$ cat src/rtl/apb2_master_bridge_pkg.sv
// Shared types and constants for the APB2 requester bridge and the BLDC register map.
package apb2_master_bridge_pkg;

    // Bridge sequencing states
    typedef enum logic [1:0] {
        S_IDLE   = 2'd0,
        S_SETUP  = 2'd1,
        S_ACCESS = 2'd2,
        S_RESP   = 2'd3
    } apb_master_state_t;

    // BLDC peripheral register offsets (byte addresses, word aligned)
    localparam logic [7:0] REG_STATUS       = 8'h00;
    localparam logic [7:0] REG_ENC_COUNT    = 8'h04;
    localparam logic [7:0] REG_ROT_DURATION = 8'h08;

    // Normal, secure, data access
    localparam logic [2:0] PPROT_DEFAULT = 3'b000;

endpackage

$ cat src/rtl/apb2_master_bridge.sv
// APB2 requester: one command at a time in, one APB setup/access transfer out, one response back.
// Optional ACCESS-phase timeout enabled by defining APB_TIMEOUT_EN.
module apb2_master_bridge
    import apb2_master_bridge_pkg::*;
#(
    parameter int unsigned DATA_WIDTH     = 32,
    parameter int unsigned ADDR_WIDTH     = 8,
    parameter int unsigned TIMEOUT_CYCLES = 256
) (
    input  logic                    pclk,
    input  logic                    preset,
    input  logic                    cmd_valid,
    output logic                    cmd_ready,
    input  logic                    cmd_write,
    input  logic [ADDR_WIDTH-1:0]   cmd_addr,
    input  logic [DATA_WIDTH-1:0]   cmd_wdata,
    input  logic [DATA_WIDTH/8-1:0] cmd_strb,
    output logic                    rsp_valid,
    input  logic                    rsp_ready,
    output logic [DATA_WIDTH-1:0]   rsp_rdata,
    output logic                    rsp_err,
    output logic                    rsp_timeout,
    output logic                    psel,
    output logic                    penable,
    output logic                    pwrite,
    output logic [ADDR_WIDTH-1:0]   paddr,
    output logic [DATA_WIDTH-1:0]   pwdata,
    output logic [DATA_WIDTH/8-1:0] pstrb,
    output logic [2:0]              pprot,
    input  logic [DATA_WIDTH-1:0]   prdata,
    input  logic                    pready,
    input  logic                    pslverr
);

    localparam int unsigned STRB_W = DATA_WIDTH / 8;

    // A zero timeout would abort every transfer before the completer is sampled
    if (TIMEOUT_CYCLES == 0) begin : g_bad_timeout
        $error("TIMEOUT_CYCLES must be nonzero");
    end

    apb_master_state_t       r_state, w_next_state;
    logic                    r_cmd_ready, w_cmd_ready;
    logic                    r_psel, w_psel;
    logic                    r_penable, w_penable;
    logic                    r_pwrite, w_pwrite;
    logic [ADDR_WIDTH-1:0]   r_paddr, w_paddr;
    logic [DATA_WIDTH-1:0]   r_pwdata, w_pwdata;
    logic [STRB_W-1:0]       r_pstrb, w_pstrb;
    logic                    r_rsp_valid, w_rsp_valid;
    logic [DATA_WIDTH-1:0]   r_rsp_rdata, w_rsp_rdata;
    logic                    r_rsp_err, w_rsp_err;
`ifdef APB_TIMEOUT_EN
    localparam int unsigned CNT_W = $clog2(TIMEOUT_CYCLES + 1);
    logic                    r_rsp_timeout, w_rsp_timeout;
    logic [CNT_W-1:0]        r_acc_cnt, w_acc_cnt;
`endif

    // State and all registered outputs
    always_ff @(posedge pclk) begin
        if (preset) begin
            r_state       <= S_IDLE;
            r_cmd_ready   <= 1'b0;
            r_psel        <= 1'b0;
            r_penable     <= 1'b0;
            r_pwrite      <= 1'b0;
            r_paddr       <= '0;
            r_pwdata      <= '0;
            r_pstrb       <= '0;
            r_rsp_valid   <= 1'b0;
            r_rsp_rdata   <= '0;
            r_rsp_err     <= 1'b0;
`ifdef APB_TIMEOUT_EN
            r_rsp_timeout <= 1'b0;
            r_acc_cnt     <= '0;
`endif
        end else begin
            r_state       <= w_next_state;
            r_cmd_ready   <= w_cmd_ready;
            r_psel        <= w_psel;
            r_penable     <= w_penable;
            r_pwrite      <= w_pwrite;
            r_paddr       <= w_paddr;
            r_pwdata      <= w_pwdata;
            r_pstrb       <= w_pstrb;
            r_rsp_valid   <= w_rsp_valid;
            r_rsp_rdata   <= w_rsp_rdata;
            r_rsp_err     <= w_rsp_err;
`ifdef APB_TIMEOUT_EN
            r_rsp_timeout <= w_rsp_timeout;
            r_acc_cnt     <= w_acc_cnt;
`endif
        end
    end

    // Next state and next values of the registered outputs
    always_comb begin
        w_next_state  = r_state;
        w_psel        = r_psel;
        w_penable     = r_penable;
        w_pwrite      = r_pwrite;
        w_paddr       = r_paddr;
        w_pwdata      = r_pwdata;
        w_pstrb       = r_pstrb;
        w_rsp_valid   = r_rsp_valid;
        w_rsp_rdata   = r_rsp_rdata;
        w_rsp_err     = r_rsp_err;
`ifdef APB_TIMEOUT_EN
        w_rsp_timeout = r_rsp_timeout;
        w_acc_cnt     = r_acc_cnt;
`endif
        case (r_state)
            S_IDLE: begin
                // r_cmd_ready gates the handshake so the cycle right after reset accepts nothing
                if (cmd_valid && r_cmd_ready) begin
                    w_paddr  = cmd_addr;
                    w_pwrite = cmd_write;
                    w_pwdata = cmd_wdata;
                    w_pstrb  = cmd_write ? cmd_strb : '0;
                    if (cmd_addr[1:0] != 2'b00) begin
                        // Misaligned: answer with an error, never touch the bus
                        w_next_state  = S_RESP;
                        w_rsp_valid   = 1'b1;
                        w_rsp_err     = 1'b1;
                        w_rsp_rdata   = '0;
`ifdef APB_TIMEOUT_EN
                        w_rsp_timeout = 1'b0;
`endif
                    end else begin
                        w_next_state = S_SETUP;
                        w_psel       = 1'b1;
                        w_penable    = 1'b0;
`ifdef APB_TIMEOUT_EN
                        w_acc_cnt    = '0;
`endif
                    end
                end
            end
            S_SETUP: begin
                w_next_state = S_ACCESS;
                w_penable    = 1'b1;
            end
            S_ACCESS: begin
                if (pready) begin
                    w_next_state  = S_RESP;
                    w_psel        = 1'b0;
                    w_penable     = 1'b0;
                    w_rsp_valid   = 1'b1;
                    w_rsp_err     = pslverr;
                    w_rsp_rdata   = (!r_pwrite && !pslverr) ? prdata : '0;
`ifdef APB_TIMEOUT_EN
                    w_rsp_timeout = 1'b0;
                end else if (r_acc_cnt == CNT_W'(TIMEOUT_CYCLES - 1)) begin
                    // Completer never answered: abandon the transfer
                    w_next_state  = S_RESP;
                    w_psel        = 1'b0;
                    w_penable     = 1'b0;
                    w_rsp_valid   = 1'b1;
                    w_rsp_err     = 1'b1;
                    w_rsp_rdata   = '0;
                    w_rsp_timeout = 1'b1;
                end else begin
                    w_acc_cnt     = r_acc_cnt + CNT_W'(1);
`endif
                end
            end
            S_RESP: begin
                if (rsp_ready) begin
                    w_next_state = S_IDLE;
                    w_rsp_valid  = 1'b0;
                end
            end
            default: w_next_state = S_IDLE;
        endcase
        w_cmd_ready = (w_next_state == S_IDLE);
    end

    assign cmd_ready = r_cmd_ready;
    assign psel      = r_psel;
    assign penable   = r_penable;
    assign pwrite    = r_pwrite;
    assign paddr     = r_paddr;
    assign pwdata    = r_pwdata;
    assign pstrb     = r_pstrb;
    assign pprot     = PPROT_DEFAULT;
    assign rsp_valid = r_rsp_valid;
    assign rsp_rdata = r_rsp_rdata;
    assign rsp_err   = r_rsp_err;
`ifdef APB_TIMEOUT_EN
    assign rsp_timeout = r_rsp_timeout;
`else
    assign rsp_timeout = 1'b0;
`endif

endmodule

$ cat config.mk
export PLATFORM = sky130hd
export DESIGN_NAME = apb2_master_bridge
export DESIGN_NICKNAME = d
export VERILOG_FILES = /design/src/rtl/apb2_master_bridge_pkg.sv /design/src/rtl/apb2_master_bridge.sv
export SDC_FILE = /design/constraint.sdc
export NUM_CORES = 1
export LEC_CHECK = 0
export BUFFER_PORTS_ARGS = -buffer_cell sky130_fd_sc_hd__buf_4
export CAP_MARGIN = 40
export CORE_MARGIN = 2
export CORE_UTILIZATION = 45
export CTS_CLUSTER_SIZE = 14
export DETAILED_ROUTE_END_ITERATION = 10
export PLACE_DENSITY = 0.91
export SYNTH_ARGS = -nofsm -noshare
export SYNTH_HDL_FRONTEND = slang
export SYNTH_SLANG_ARGS = --single-unit
$ cat constraint.sdc
create_clock -name pclk -period 1.7 [get_ports pclk]
set_input_delay 0.34 -clock pclk [delete_from_list [all_inputs] [get_ports pclk]]
set_output_delay 0.34 -clock pclk [all_outputs]
set_load 0.05 [all_outputs]
==> results.toml <==
[outcome]
status = "completed"

[clocking]
numCtsBuffers = 9
cts_tree = "yes"
cts-root-buf = "clkbuf_8"
clkLatencyLatePin_ns = 0.33
path_clk_slew_ns = 0.08
htreeDepth = 3
clk_path_buf_depth = 2
clkSinkCount = 84

[critical_path]
cp-startpoint = "r_state[1]$_SDFF_PP0_"
path_buf_inv = 3
slowest_delay_ns = 0.38
worstSetupPathType = "register to register"
cp_max_fo = 32
critical_path.endpoint_type = "register"
slowest_stage = "dfxtp_4"
cp.required_ns = 1.96
path_delay_family = "buffers and inverters"
rr_startpoint = "r_state[1]$_SDFF_PP0_"
cp_cell_sequence = "inv_1 > ha_4 > mux2i_2 > a21oi_4 > buf_12 > buf_16 > nand3_1 > o21ai_0"
arrival_ns = 1.87
start_kind = "register"

[drt]
ant_nets = 0
wl_per_cell_um = 14.1
firstDrtPassIters = 5
wirelength_um = 9250
drc = 0
first_iter_violations = 172
num_vias = 3334
drt-vias-per-instance = 5.10

[yosys]
ys.flop_type = "dfxtp_1"
synth_edf_count = 0
syn_area_um2 = 3290
synth.distinct_cells = 32
ys_seq_elements = 84
synth_area_per_cell_um2 = 8.30
yosys_warnings = 0
synth_cells = 396
ys_async_sr_fraction_pct = 0
synth_seq_area_share_pct = 51.2

[timing]
finalSetupViolCount = 0
fin_crit_ns = 1.61
finalHoldViolCount = 0
fmax_ghz = 0.622
fin_skew_ns = 0.0102
rsz0062_at_grt = "no"
drv_slew = 0
period_share_pct = 94.5

[global_routing]
grt_pass1_vias = 3035
grtUsageTotal_pct = 22.0
grt_max_degree = 46
grt_overflow_total = 0
antenna_found_initial = 0
grt_pass1_wl_um = 13800

[pwr]
leakagePower_nw = 2.04
peakVddDrop_v = 0.000697
power_density_nw_per_um2 = 1270
power_mw = 6.20

[floorplan]
fp.dieW_um = 89.5
design.core.area_um2 = 7180
ios = 169
die_y_um = 89.5
die_area_um2 = 8000
rows = 31
start_util_pct = 45.8

[place]
numPlacedInstances = 637
dp_hpwl_um = 6660
routabilityCongestion = 0.768
io_buffer_count = 164

[layout]
area_growth_pct = 48.3
drive_gt1_share_pct = 35.9
fin_nets = 640
antennaDiodeCount = 0
final_cell_count_no_fill = 654

[job]
maxCapViolations = 0

[min_path]
holdCritStartpoint = "prdata[9]"
min_path_type = "primary input to register"
## timing repair
item                                    CTS  global route
hold buffers                              0             0
buffers inserted                          1             0
gates cloned                              1             0
endpoints found under the setup margin   35            35
resized for setup                         4             7
## where the power goes
| group | leakage, nW | total, mW | internal (mW) | switching [mW] |
|---|---|---|---|---|
| clock | 0.0914 | 1.39 | 0.710 | 0.679 |
| combinational | 1.27 | 2.47 | 0.888 | 1.59 |
| sequential | 0.681 | 2.34 | 2.19 | 0.150 |
| total | 2.04 | 6.20 | 3.78 | 2.41 |
## layout make-up
class,count,area (µm²)
well taps,99,124
clock buffers,11,141
flip-flops and latches,84,1690
repair buffers,173,1380
clock inverters,4,50.0
fillers,575,2300
inverters,3,11.3
multi-input cells,280,1480
## stage by stage
step / setup TNS, ns / hold slack (ns) / worst slack, ns / area (µm²) / utilization [%]
final: 0 / 0.219 / 0.0929 / 4870 / 67.9
after global routing: 0 / 0.214 / 0.00783 / 4870 / 67.9
after CTS: 0 / 0.207 / 0.00891 / 4850 / 67.6
after detailed placement: -1.30 / 0.447 / -0.0902 / 4600 / 64.1
after global placement: 0 / 0.439 / 0.0555 / 4600 / 64.1
after floorplan: 0 / 0.470 / 0.0633 / 3300 / -
## placed cells by master, fill, tap and decap left out, types with 4 or more instances in the layout
master,instances
nand3_1,38
ha_1,4
dfxtp_1,82
nand2b_1,34
o21ai_0,24
clkbuf_8,10
nand2_1,90
a21oi_1,47
buf_12,5
buf_4,167
o21ai_1,9
nor2_1,4
conb_1,4
## sequential cells by signal, summed over array words and instances, names as in the netlist
name and cells:
pwdata 32, rsp_rdata 32, paddr 8, pstrb 4, r_state 2, cmd_ready 1
penable 1, psel 1, pwrite 1, rsp_err 1, rsp_valid 1
## cells in the mapped netlist, drive strengths merged, types with 4 or more instances
cell type,count,area share [%]
nand2,90,10
nand2b,34,6.5
nand3,39,5.9
o21ai,33,5.0
nor2,4,0.46
a21oi,48,7.4
clkbuf,14,1.6
buf,18,3.8
ha,6,2.3
dfxtp,84,51
## kinds of logic (layout without fill, tap and decap cells)
logic type,count (synthesis),after routing,share of synthesized area [%]
mux,1,1,0.305
buf+inv,35,191,5.71
flops,84,84,51.2
simple gates,178,178,25.4
compound gates,91,91,15.0
other cells,1,4,0.114
fa+ha+maj,6,6,2.28
## metal layers
layer	GRT usage, %	vias up	part of all wire [%]
met3	6.09	21	8.5
met5	0	-	0
met4	10.9	0	2.2
met2	37.6	145	50
li1	-	1619	-
met1	25.2	1549	39
## path summary, 6_finish.rpt
check	endpoint	slack [ns]	cells after the start
min reg2reg	pwdata[27]$_SDFFE_PP0P_	0.46	2
min	rsp_rdata[9]$_SDFFE_PP0P_	0.22	3
max	rsp_rdata[19]$_SDFFE_PP0P_	0.09	8
max reg2reg	rsp_rdata[19]$_SDFFE_PP0P_	0.09	8
## worst reg2reg max path, delay by kind of cell (launching register included)
family / cells / cell delay, ns
AO/OA/AOI/OAI: 2 / 0.28
flip-flops: 1 / 0.38
adder cells (fa/ha/maj): 1 / 0.22
multiplexers: 1 / 0.11
AND/OR/NAND/NOR: 1 / 0.10
buffers and inverters: 3 / 0.46
No activity file was read; power rests on OpenSTA's default activity.
